--- config.mk ---
export PLATFORM = sky130hd
export DESIGN_NAME = crc_byte_feeder
export DESIGN_NICKNAME = d
export VERILOG_FILES = /design/src/rtl/crc_pkg.sv /design/src/rtl/crc_word_fifo.sv /design/src/rtl/crc_byte_feeder.sv
export SDC_FILE = /design/constraint.sdc
export NUM_CORES = 1
export LEC_CHECK = 0
export ABC_CLOCK_PERIOD_IN_PS = 2400
export CORE_ASPECT_RATIO = 0.7
export CORE_MARGIN = 3
export CORE_UTILIZATION = 52
export CTS_CLUSTER_DIAMETER = 200
export CTS_CLUSTER_SIZE = 12
export DETAILED_ROUTE_END_ITERATION = 7
export GPL_TIMING_DRIVEN = 0
export PLACE_DENSITY_LB_ADDON = 0.25
export SYNTH_ARGS = -nofsm -noshare
export SYNTH_HDL_FRONTEND = slang
export SYNTH_SLANG_ARGS = --single-unit
--- constraint.sdc ---
create_clock -name clk -period 2.4 [get_ports clk]
set_clock_uncertainty 0.1 [all_clocks]
set_input_delay 0.72 -clock clk [delete_from_list [all_inputs] [get_ports clk]]
set_output_delay 0.72 -clock clk [all_outputs]
set_load 0.1 [all_outputs]
--- src/rtl/crc_pkg.sv ---
// Shared encodings for the CRC byte feeder: write-size codes, serializer states
// and the layout of one queued word.
package crc_pkg;

  localparam int WORD_W  = 32;
  localparam int ENTRY_W = WORD_W + 2;

  typedef enum logic [1:0] {
    SIZE_8    = 2'b00,
    SIZE_16   = 2'b01,
    SIZE_32   = 2'b10,
    SIZE_NONE = 2'b11
  } wr_size_e;

  typedef enum logic {
    SER_IDLE  = 1'b0,
    SER_SHIFT = 1'b1
  } ser_state_e;

  typedef struct packed {
    logic [1:0]        size;
    logic [WORD_W-1:0] data;
  } fifo_entry_t;

  // Index of the final byte of a word: 0, 1 or 3 for 1, 2 or 4 valid bytes.
  function automatic logic [1:0] last_index(input logic [1:0] size);
    case (size)
      SIZE_8:  return 2'd0;
      SIZE_16: return 2'd1;
      default: return 2'd3;
    endcase
  endfunction

endpackage

--- src/rtl/crc_word_fifo.sv ---
// Word FIFO for the CRC byte feeder; pointers carry one extra wrap bit so
// full and empty are told apart without a separate counter.
module crc_word_fifo
  import crc_pkg::*;
#(
  parameter int DEPTH = 4
) (
  input  logic               clk,
  input  logic               rst_n,
  input  logic               clear_i,
  input  logic               push_i,
  input  logic [ENTRY_W-1:0] push_data_i,
  input  logic               pop_i,
  output logic [ENTRY_W-1:0] head_o,
  output logic               empty_o,
  output logic               full_o
);

  localparam int AW = $clog2(DEPTH);
  localparam logic [AW:0] PTR_ONE = 1;

  logic [AW:0]        wr_ptr_q, rd_ptr_q;
  logic [ENTRY_W-1:0] mem_q [DEPTH];

  always_ff @(posedge clk or negedge rst_n) begin
    if (!rst_n) begin
      wr_ptr_q <= '0;
      rd_ptr_q <= '0;
    end else if (clear_i) begin
      wr_ptr_q <= '0;
      rd_ptr_q <= '0;
    end else begin
      if (push_i) wr_ptr_q <= wr_ptr_q + PTR_ONE;
      if (pop_i)  rd_ptr_q <= rd_ptr_q + PTR_ONE;
    end
  end

  // NOTE: storage is deliberately not reset; the pointers alone define which entries are live.
  always_ff @(posedge clk) begin
    if (push_i) mem_q[wr_ptr_q[AW-1:0]] <= push_data_i;
  end

  assign head_o  = mem_q[rd_ptr_q[AW-1:0]];
  assign empty_o = (wr_ptr_q == rd_ptr_q);
  assign full_o  = (wr_ptr_q[AW] != rd_ptr_q[AW]) &&
                   (wr_ptr_q[AW-1:0] == rd_ptr_q[AW-1:0]);

endmodule

--- src/rtl/crc_byte_feeder.sv ---
// Queues 8/16/32-bit writes and feeds them LSB-first, one byte per handshake,
// to a CRC engine, with an end-of-message strobe once all bytes have gone out.
module crc_byte_feeder
  import crc_pkg::*;
#(
  parameter int DEPTH = 4
) (
  input  logic        clk,
  input  logic        rst_n,
  input  logic        wr_en,
  input  logic [31:0] wr_data,
  input  logic [1:0]  wr_size,
  input  logic        flush,
  input  logic        clear,
  input  logic        out_ready,
  output logic        out_valid,
  output logic [7:0]  out_byte,
  output logic        done_pulse,
  output logic        full,
  output logic        busy,
  output logic        overflow
);

  ser_state_e  state_q, state_d;
  logic [31:0] word_q, word_d;
  logic [1:0]  last_q, last_d;
  logic [1:0]  idx_q, idx_d;
  logic        avail_q, pending_q, overflow_q, done_q;

  logic        wr_req, push, pop, fifo_empty, fifo_full, xfer, fire;
  fifo_entry_t wr_entry, head;

  assign wr_req   = wr_en && (wr_size != SIZE_NONE);
  assign push     = wr_req && !fifo_full && !clear;
  assign wr_entry = '{size: wr_size, data: wr_data};
  assign xfer     = (state_q == SER_SHIFT) && out_ready;
  assign fire     = pending_q && fifo_empty && (state_q == SER_IDLE) && !clear;

  crc_word_fifo #(.DEPTH(DEPTH)) u_fifo (
    .clk        (clk),
    .rst_n      (rst_n),
    .clear_i    (clear),
    .push_i     (push),
    .push_data_i(wr_entry),
    .pop_i      (pop),
    .head_o     (head),
    .empty_o    (fifo_empty),
    .full_o     (fifo_full)
  );

  always_ff @(posedge clk or negedge rst_n) begin
    if (!rst_n) begin
      state_q    <= SER_IDLE;
      word_q     <= '0;
      last_q     <= '0;
      idx_q      <= '0;
      avail_q    <= 1'b0;
      pending_q  <= 1'b0;
      overflow_q <= 1'b0;
      done_q     <= 1'b0;
    end else begin
      state_q    <= state_d;
      word_q     <= word_d;
      last_q     <= last_d;
      idx_q      <= idx_d;
      // An idle serializer sees a newly landed word one cycle after it was written.
      avail_q    <= !clear && !fifo_empty;
      pending_q  <= !clear && !fire && (pending_q || flush);
      overflow_q <= !clear && (overflow_q || (wr_req && fifo_full));
      done_q     <= fire;
    end
  end

  // NOTE: every combinational output gets a default first, so no path can infer a latch.
  always_comb begin
    state_d = state_q;
    word_d  = word_q;
    last_d  = last_q;
    idx_d   = idx_q;
    pop     = 1'b0;
    if (clear) begin
      state_d = SER_IDLE;
      idx_d   = '0;
    end else begin
      case (state_q)
        SER_IDLE: begin
          if (avail_q && !fifo_empty) begin
            pop     = 1'b1;
            state_d = SER_SHIFT;
            word_d  = head.data;
            last_d  = last_index(head.size);
            idx_d   = '0;
          end
        end
        SER_SHIFT: begin
          if (xfer && (idx_q == last_q)) begin
            if (!fifo_empty) begin
              pop     = 1'b1;
              word_d  = head.data;
              last_d  = last_index(head.size);
              idx_d   = '0;
            end else begin
              state_d = SER_IDLE;
            end
          end else if (xfer) begin
            idx_d = idx_q + 2'd1;
          end
        end
        default: state_d = SER_IDLE;
      endcase
    end
  end

  always_comb begin
    out_valid = 1'b0;
    out_byte  = '0;
    if (state_q == SER_SHIFT) begin
      out_valid = 1'b1;
      out_byte  = word_q[{idx_q, 3'b000} +: 8];
    end
  end

  assign done_pulse = done_q;
  assign full       = fifo_full;
  assign overflow   = overflow_q;
  assign busy       = !fifo_empty || (state_q == SER_SHIFT) || pending_q;

endmodule

==> PnR_summary.wiki, run 1 <==
{| class="wikitable"
! Metric !! Value
|-
| Largest driver fanout on the critical path || 8
|-
| Met1 Use GR || 30.8%
|-
| Worst Slack Setup Final || -265 ps
|-
| Dominant cells by area after synthesis || edfxtp_1 (56%), dfrtp_1 (16%), mux4_2 (13%)
|-
| Combinational power share || 15.9%
|-
| Clock share of power || 34.8%
|-
| Area of the core region || 0.0134 mm^2
|-
| Period utilization || 111%
|-
| Wire length of the first global-routing pass || 24,100 um
|-
| Warning count from the yosys run || 0
|-
| Effective utilization at floorplan || 54.4%
|-
| Reg clk slew, reported paths || 70 ps
|-
| Setup slack at placement || -947 ps
|-
| Proportion of netlist area held by the largest area contributor || 55.9%
|-
| TritonCTS clock tree || done
|-
| Top_reg_cell synth || edfxtp_1
|-
| Final Net Count || 498
|-
| Die footprint || 0.0155 mm^2
|-
| Final critical-path required period || 2670 ps
|-
| 1st-pass router iterations || 5
|-
| Total of max-cap violations || 0
|-
| Final estimated routing congestion in global placement || 0.732
|-
| Number of max-slew violations in the final report || 0
|-
| RSZ-0062 raised after global routing || yes
|-
| Total clock buffers created by CTS || 17
|-
| Worst flop-to-flop path endpoint || u_fifo.mem_q[3][17]
|-
| Placed inst area || 0.00811 mm^2
|-
| Sequential-to-total area share from yosys stat || 71.9%
|-
| Peak ir drop on the vdd network || 0.520 mV
|-
| Max clock buf depth || 2
|-
| Number of placement rows || 35
|-
| Average wire per standard cell || 24.2 um
|-
| Most used routing layer || met2
|-
| Final-report hold violation count || 0
|-
| Worst slew slack as a fraction of its limit || 51.2%
|-
| DRT Wirelength || 15,800 um
|-
| I/O pins || 53
|-
| Post-Route Setup TNS || -2150 ps
|-
| Total power || 8.17 mW
|-
| Startpoint-to-endpoint class of the critical path || reg2out
|-
| Largest net degree at the start of global routing || 27
|-
| Antenna violations before repair || 0
|-
| Flop-to-flop setup slack || 10 ps
|-
| R2r worst-path depth || 7
|-
| Measured slew at the worst slew-check pin || 733 ps
|-
| Average via count per standard cell || 5.69
|-
| Mapped Cells || 346
|-
| Post-synth top area cell || edfxtp_1
|-
| Via count of the first global-routing pass || 4,004
|-
| Sequential fraction of design power || 49.3%
|-
| Routed vias || 3,706
|-
| Met3 Use GR || 5.16%
|-
| Hold WC Path Type || in2async
|-
| Crit path capture type || output pin
|-
| DRT iter0 DRCs || 302
|-
| Static leakage || 3.41 nW
|-
| Cell area after technology mapping || 0.00731 mm^2
|-
| CTS H-tree depth || 4
|-
| Power density relative to cell area || 874 mW/mm^2
|-
| Grt ovf || 0
|-
| Number of flops mapped to enable cells by yosys || 136
|-
| Clk_lat worst skew || 420 ps
|-
| Signed area change from the synthesized netlist to the final layout || 27.8%
|-
| Clock root cell || clkbuf_16
|-
| Endpoint required time on the critical path || 1580 ps
|-
| Antenna viol nets, final || 0
|-
| Post-Syn Area per Cell || 21.1 um^2
|-
| Most instantiated cells after synthesis || edfxtp_1 (136), dfrtp_1 (47), mux4_2 (42)
|-
| Crit start category || flip-flop
|-
| Sum of net half-perimeters after detailed placement || 8570 um
|-
| Die Ht || 105 um
|-
| Highest attainable clock frequency || 0.375 GHz
|-
| Final non-filler cell area || 0.00935 mm^2
|-
| R2r startpoint || u_fifo.rd_ptr_q[2]
|-
| Switching part of the total || 24.1%
|-
| Distinct cell type count after synthesis || 39
|-
| Fraction of final layout cells sized beyond drive strength 1 || 42.1%
|-
| Synthesized flop and latch total || 183
|-
| Width of the chip || 148 um
|-
| Final setup violating endpoints || 10
|-
| Count of port buffers added during placement || 52
|-
| Total clock sinks || 183
|-
| GRT met2 Usage || 33.3%
|-
| Arrival time reported for the critical path endpoint || 1850 ps
|-
| Synthesized Nets || 391
|-
| Switching power summed over all nets || 1.97 mW
|-
| Total global routing track utilization || 21.2%
|-
| Share of async-settable or async-resettable flops after synthesis || 25.7%
|-
| Number of remaining DRC errors || 0
|-
| Cell internal pwr || 6.20 mW
|-
| Outcome || complete, but fails checks
|-
| Failing checks || setup timing
|-
| Diodes inserted || 0
|-
| Most frequent cell after synthesis || edfxtp_1
|}
cells by family after synthesis:
kind of cell / share of synthesized area, %
AO/OA/AOI/OAI: 1.61
XOR/XNOR: 1.40
adder cells (fa/ha/maj): 0.856
buffers and inverters: 1.45
flip-flops: 71.9
multiplexers: 19.7
AND/OR/NAND/NOR: 3.00
flip-flops by register name, summed over array words and instances, names as in the netlist:
name	count
avail_q	1
done_pulse	1
idx_q	2
last_q	2
overflow	1
pending_q	1
state_q	1
u_fifo.mem_q	136
u_fifo.rd_ptr_q	3
u_fifo.wr_ptr_q	3
word_q	32
final cells by class:
cell class	instances	area (um^2)
flip-flops and latches	183	5270
fillers	834	4100
multi-input cells	149	2060
repair buffers	86	1080
clock buffers	18	429
well taps	185	231
clock inverters	14	174
plain buffers	13	91.3
inverters	3	11.3
critical path, stage by stage (launching register included):
cell,delay (ps)
dfrtp_1,390
buf_8,170
mux4_2,530
and2_4,190
buf_12,160
repair_timing:
action                                  in CTS  in global routing
pin swaps                                   11                 13
setup buffers                               18                 15
hold buffers                                 0                  0
endpoints found under the hold margin        0                  0
endpoints found under the setup margin     149                146
cloned                                       4                  0
gates resized for setup                    130                  4
layer usage:
layer / part of all wire, % / wire (um)
met5: 0 / 0
met4: 0.70 / 111
met3: 7.3 / 1150
met2: 49 / 7760
met1: 43 / 6740
power groups by stage:
stage / registers [mW] / logic, mW / clock network [mW]
floorplan: 3.97 / 0.868 / 0
global placement: 4.04 / 1.11 / 0
detailed placement: 4.06 / 1.15 / 0
CTS: 4.01 / 1.26 / 2.88
global route: 4.05 / 1.38 / 3.01
finish: 4.02 / 1.30 / 2.84
cell usage in the layout, fill, tap and decap left out, types with 2 or more instances in the layout:
cell type        netlist  layout
nor2_1                12      11
o211ai_1               2       2
clkinv_2               0       2
bufinv_16              0       3
xor2_1                 5       5
inv_6                  0       3
dfrtp_2                0       5
and2_4                 0      16
clkdlybuf4s50_1        0      38
clkinv_4               0       2
mux4_2                42      42
clkbuf_1               6       5
edfxtp_1             136     136
a21oi_1                2       2
mux2_4                28      28
xnor2_4                0       2
clkdlybuf4s15_2        0       3
inv_1                  3       3
ha_1                   5       5
buf_4                  1      17
buf_6                  4       4
o21ai_0                3       3
xnor2_1                3       2
dfrtp_1               47      42
mux2i_1                2       2
clkinvlp_4             0       2
mux2_2                 5       5
nor3_1                 2       2
nor2b_1                2       2
buf_2                  4       4
buf_12                 0      26
clkbuf_16              0      17
per-stage QoR:
stage | std cells | hold slack, ps | util (%)
after floorplan | 346 | 324 | -
after global placement | 583 | 378 | 60.2
after detailed placement | 584 | 384 | 60.3
after CTS | 638 | 194 | 68.1
after global routing | 651 | 209 | 69.5
final | 651 | 191 | 69.5
worst max path at each step:
stage,start,to,cells after the start
after floorplan,u_fifo.rd_ptr_q[2],u_fifo.mem_q[0][0],5
after CTS,idx_q[0],out_byte[5],4
after detailed placement,idx_q[1],out_byte[5],4
final,idx_q[0],out_byte[5],4
after global placement,rst_n,state_q,1
after global routing,idx_q[0],out_byte[6],4
Power figures use the tool's default switching activity.
==> run 2: changes to the inputs <==
CORE_ASPECT_RATIO = default   (was 0.7)
==> run 2 against run 1 <==
  * The run still ends with setup timing left
  * Worst hold slack lost 42 ps
  * Register-to-register slack better by 110 ps
  * Setup slack about the same
  * Combinational power down 3%
  * First-iteration DRC count increased by 12%
  * Clock power decreased by 4%
  * Sequential share of layout area is 0.80 points higher
  * Largest cell class unchanged
  * Largest power group unchanged
==> PnR_summary.wiki, run 2 (synthesis results as in run 1) <==
{| class="wikitable"
! Metric !! Value
|-
| Sequential cell area || 0.00527 mm^2
|-
| Slowest-stage cell, CP || mux4_2
|-
| Commonest cells after routing, fill and taps aside || edfxtp_1 (136), mux4_2 (42), dfrtp_1 (41), clkdlybuf4s50_1 (38), mux2_4 (28)
|-
| DRT iter0 DRCs || 337
|-
| Area of the core region || 0.0135 mm^2
|-
| R2r startpoint || u_fifo.rd_ptr_q[0]
|-
| Count of port buffers added during placement || 52
|-
| Crit start category || flip-flop
|-
| Total global routing track utilization || 19.5%
|-
| Largest net degree at the start of global routing || 29
|-
| Number of max-slew violations in the final report || 0
|-
| Hold slack || 149 ps
|-
| Total clock sinks || 183
|-
| Grt ovf || 0
|-
| RSZ-0062 raised after global routing || yes
|-
| Met1 Use GR || 24.6%
|-
| Reg clk slew, reported paths || 60 ps
|-
| Final setup violating endpoints || 10
|-
| Power density relative to cell area || 868 mW/mm^2
|-
| 1st-pass router iterations || 6
|-
| Highest attainable clock frequency || 0.375 GHz
|-
| Final standard cell count with taps included and fillers excluded || 636
|-
| Crit path capture type || output pin
|-
| Fill cell instance count of the final layout || 825
|-
| Utilization after layout || 68.3%
|-
| Sum of net half-perimeters after detailed placement || 8080 um
|-
| Peak ir drop on the vdd network || 0.716 mV
|-
| DRT Wirelength || 14,400 um
|-
| TritonCTS clock tree || done
|-
| Worst Slack Setup Final || -265 ps
|-
| GRT met2 Usage || 32.1%
|-
| Routed vias || 3,574
|-
| Final estimated routing congestion in global placement || 0.722
|-
| Hold WC Path Type || in2async
|-
| R2r worst-path depth || 6
|-
| Antenna viol nets, final || 0
|-
| Width of the chip || 125 um
|-
| Most common cell after layout, fill and taps aside || edfxtp_1
|-
| Largest register FFs || 136
|-
| Wire length of the first global-routing pass || 22,300 um
|-
| Total of max-cap violations || 0
|-
| Clk_lat worst skew || 430 ps
|-
| Clock root cell || clkbuf_16
|-
| Outcome || complete, but fails checks
|-
| Endpoint required time on the critical path || 1580 ps
|-
| I/O pins || 53
|-
| Hold_buf cts || 0
|-
| Die footprint || 0.0155 mm^2
|-
| Footprint of the multi-input gates || 0.00207 mm^2
|-
| Total clock buffers created by CTS || 17
|-
| Critical path cell sequence || buf_12, mux4_2, and2_4, buf_12
|-
| Signed area change from the synthesized netlist to the final layout || 26.1%
|-
| Final critical-path required period || 2660 ps
|-
| Startpoint-to-endpoint class of the critical path || reg2out
|-
| CTS H-tree depth || 4
|-
| Final Net Count || 492
|-
| Measured slew at the worst slew-check pin || 727 ps
|-
| Placed cells || 575
|-
| Worst slew slack as a fraction of its limit || 51.6%
|-
| Most frequent cell on the critical path || buf_12
|-
| Number of placement rows || 42
|-
| Effective utilization at floorplan || 54.1%
|-
| Number of remaining DRC errors || 0
|-
| Arrival time reported for the critical path endpoint || 1840 ps
|-
| Average via count per standard cell || 5.62
|-
| Logic depth of the worst setup path including buffers || 4
|-
| Final-report hold violation count || 0
|-
| Static leakage || 3.35 nW
|-
| Via count of the first global-routing pass || 3,925
|-
| Period utilization || 111%
|-
| Stage delay of the slowest cell on the critical path || 500 ps
|-
| WP buf/inv || 2
|-
| Met3 Use GR || 5.92%
|-
| Antenna violations before repair || 0
|-
| CP startpoint || idx_q[0]
|-
| Max clock buf depth || 2
|-
| Fraction of final layout cells sized beyond drive strength 1 || 41.1%
|-
| Largest driver fanout on the critical path || 8
|-
| Most used routing layer || met2
|-
| Kind of cell with the highest combined delay on the critical path || multiplexers
|-
| Average wire per standard cell || 22.7 um
|-
| Failing checks || setup timing
|-
| Diodes inserted || 0
|-
| Setup slack at placement || -1020 ps
|-
| Die Ht || 125 um
|}
## run 2: changes by cell type in the layout (fill, tap and decap cells not counted), moves of 2 or more
cell      before  now
buf_12        26   21
clkbuf_8       0    3
clkbuf_1       5    7
inv_6          3    1
buf_6          4    6
buf_4         17   15
## run 2: worst paths after layout
kind	end	slack [ps]
min in group clk	pending_q	400
max in group asynchronous	word_q[1]	1520
min	word_q[4]	150
max	out_byte[6]	-260
max reg2reg	u_fifo.mem_q[3][22]	120
min reg2reg	pending_q	400
## run 2: final cells by class
| class | instances | area share (%) |
|---|---|---|
| Buffer | 13 | 1.11 |
| Clock buffer | 22 | 5.04 |
| Clock inverter | 10 | 1.33 |
| Inverter | 3 | 0.122 |
| Multi-Input combinational cell | 149 | 22.5 |
| Sequential cell | 183 | 57.1 |
| Tap cell | 176 | 2.39 |
| Timing Repair Buffer | 80 | 10.4 |
## run 2: worst register-to-register path, stage by stage (launching register included)
cell and delay (ps):
dfrtp_2 450, xnor2_4 170, buf_6 120, and3b_2 220
nand2b_1 240, nor2_4 250, and2_4 390
## run 2: stage by stage
step	instance area (um^2)	setup TNS, ps	power [mW]
2_1_floorplan	7340	-4940	4.84
3_3_place_gp	8080	-149930	5.13
3_5_place_dp	8090	-115540	5.19
4_1_cts	9130	-2270	8.02
5_1_grt	9220	-2660	8.28
6_report	9220	-2170	8.00
## run 2: what timing repair did
action | in CTS | in global routing
cloned | 4 | 0
resized for setup | 131 | 7
setup buffers | 18 | 9
setup endpoints to repair | 149 | 147
pin swaps | 11 | 6
## run 2: routing by layer
metal  wire [um]  vias to the layer above
met5           0                        -
met4         275                        0
met1        5950                     1865
met3         807                       20
li1            -                     1585
met2        7410                      104
## run 2: where the power goes
| group | switching, mW | internal, mW | total (mW) |
|---|---|---|---|
| logic | 0.493 | 0.769 | 1.26 |
| registers | 0.238 | 3.77 | 4.01 |
| clock network | 1.14 | 1.59 | 2.73 |
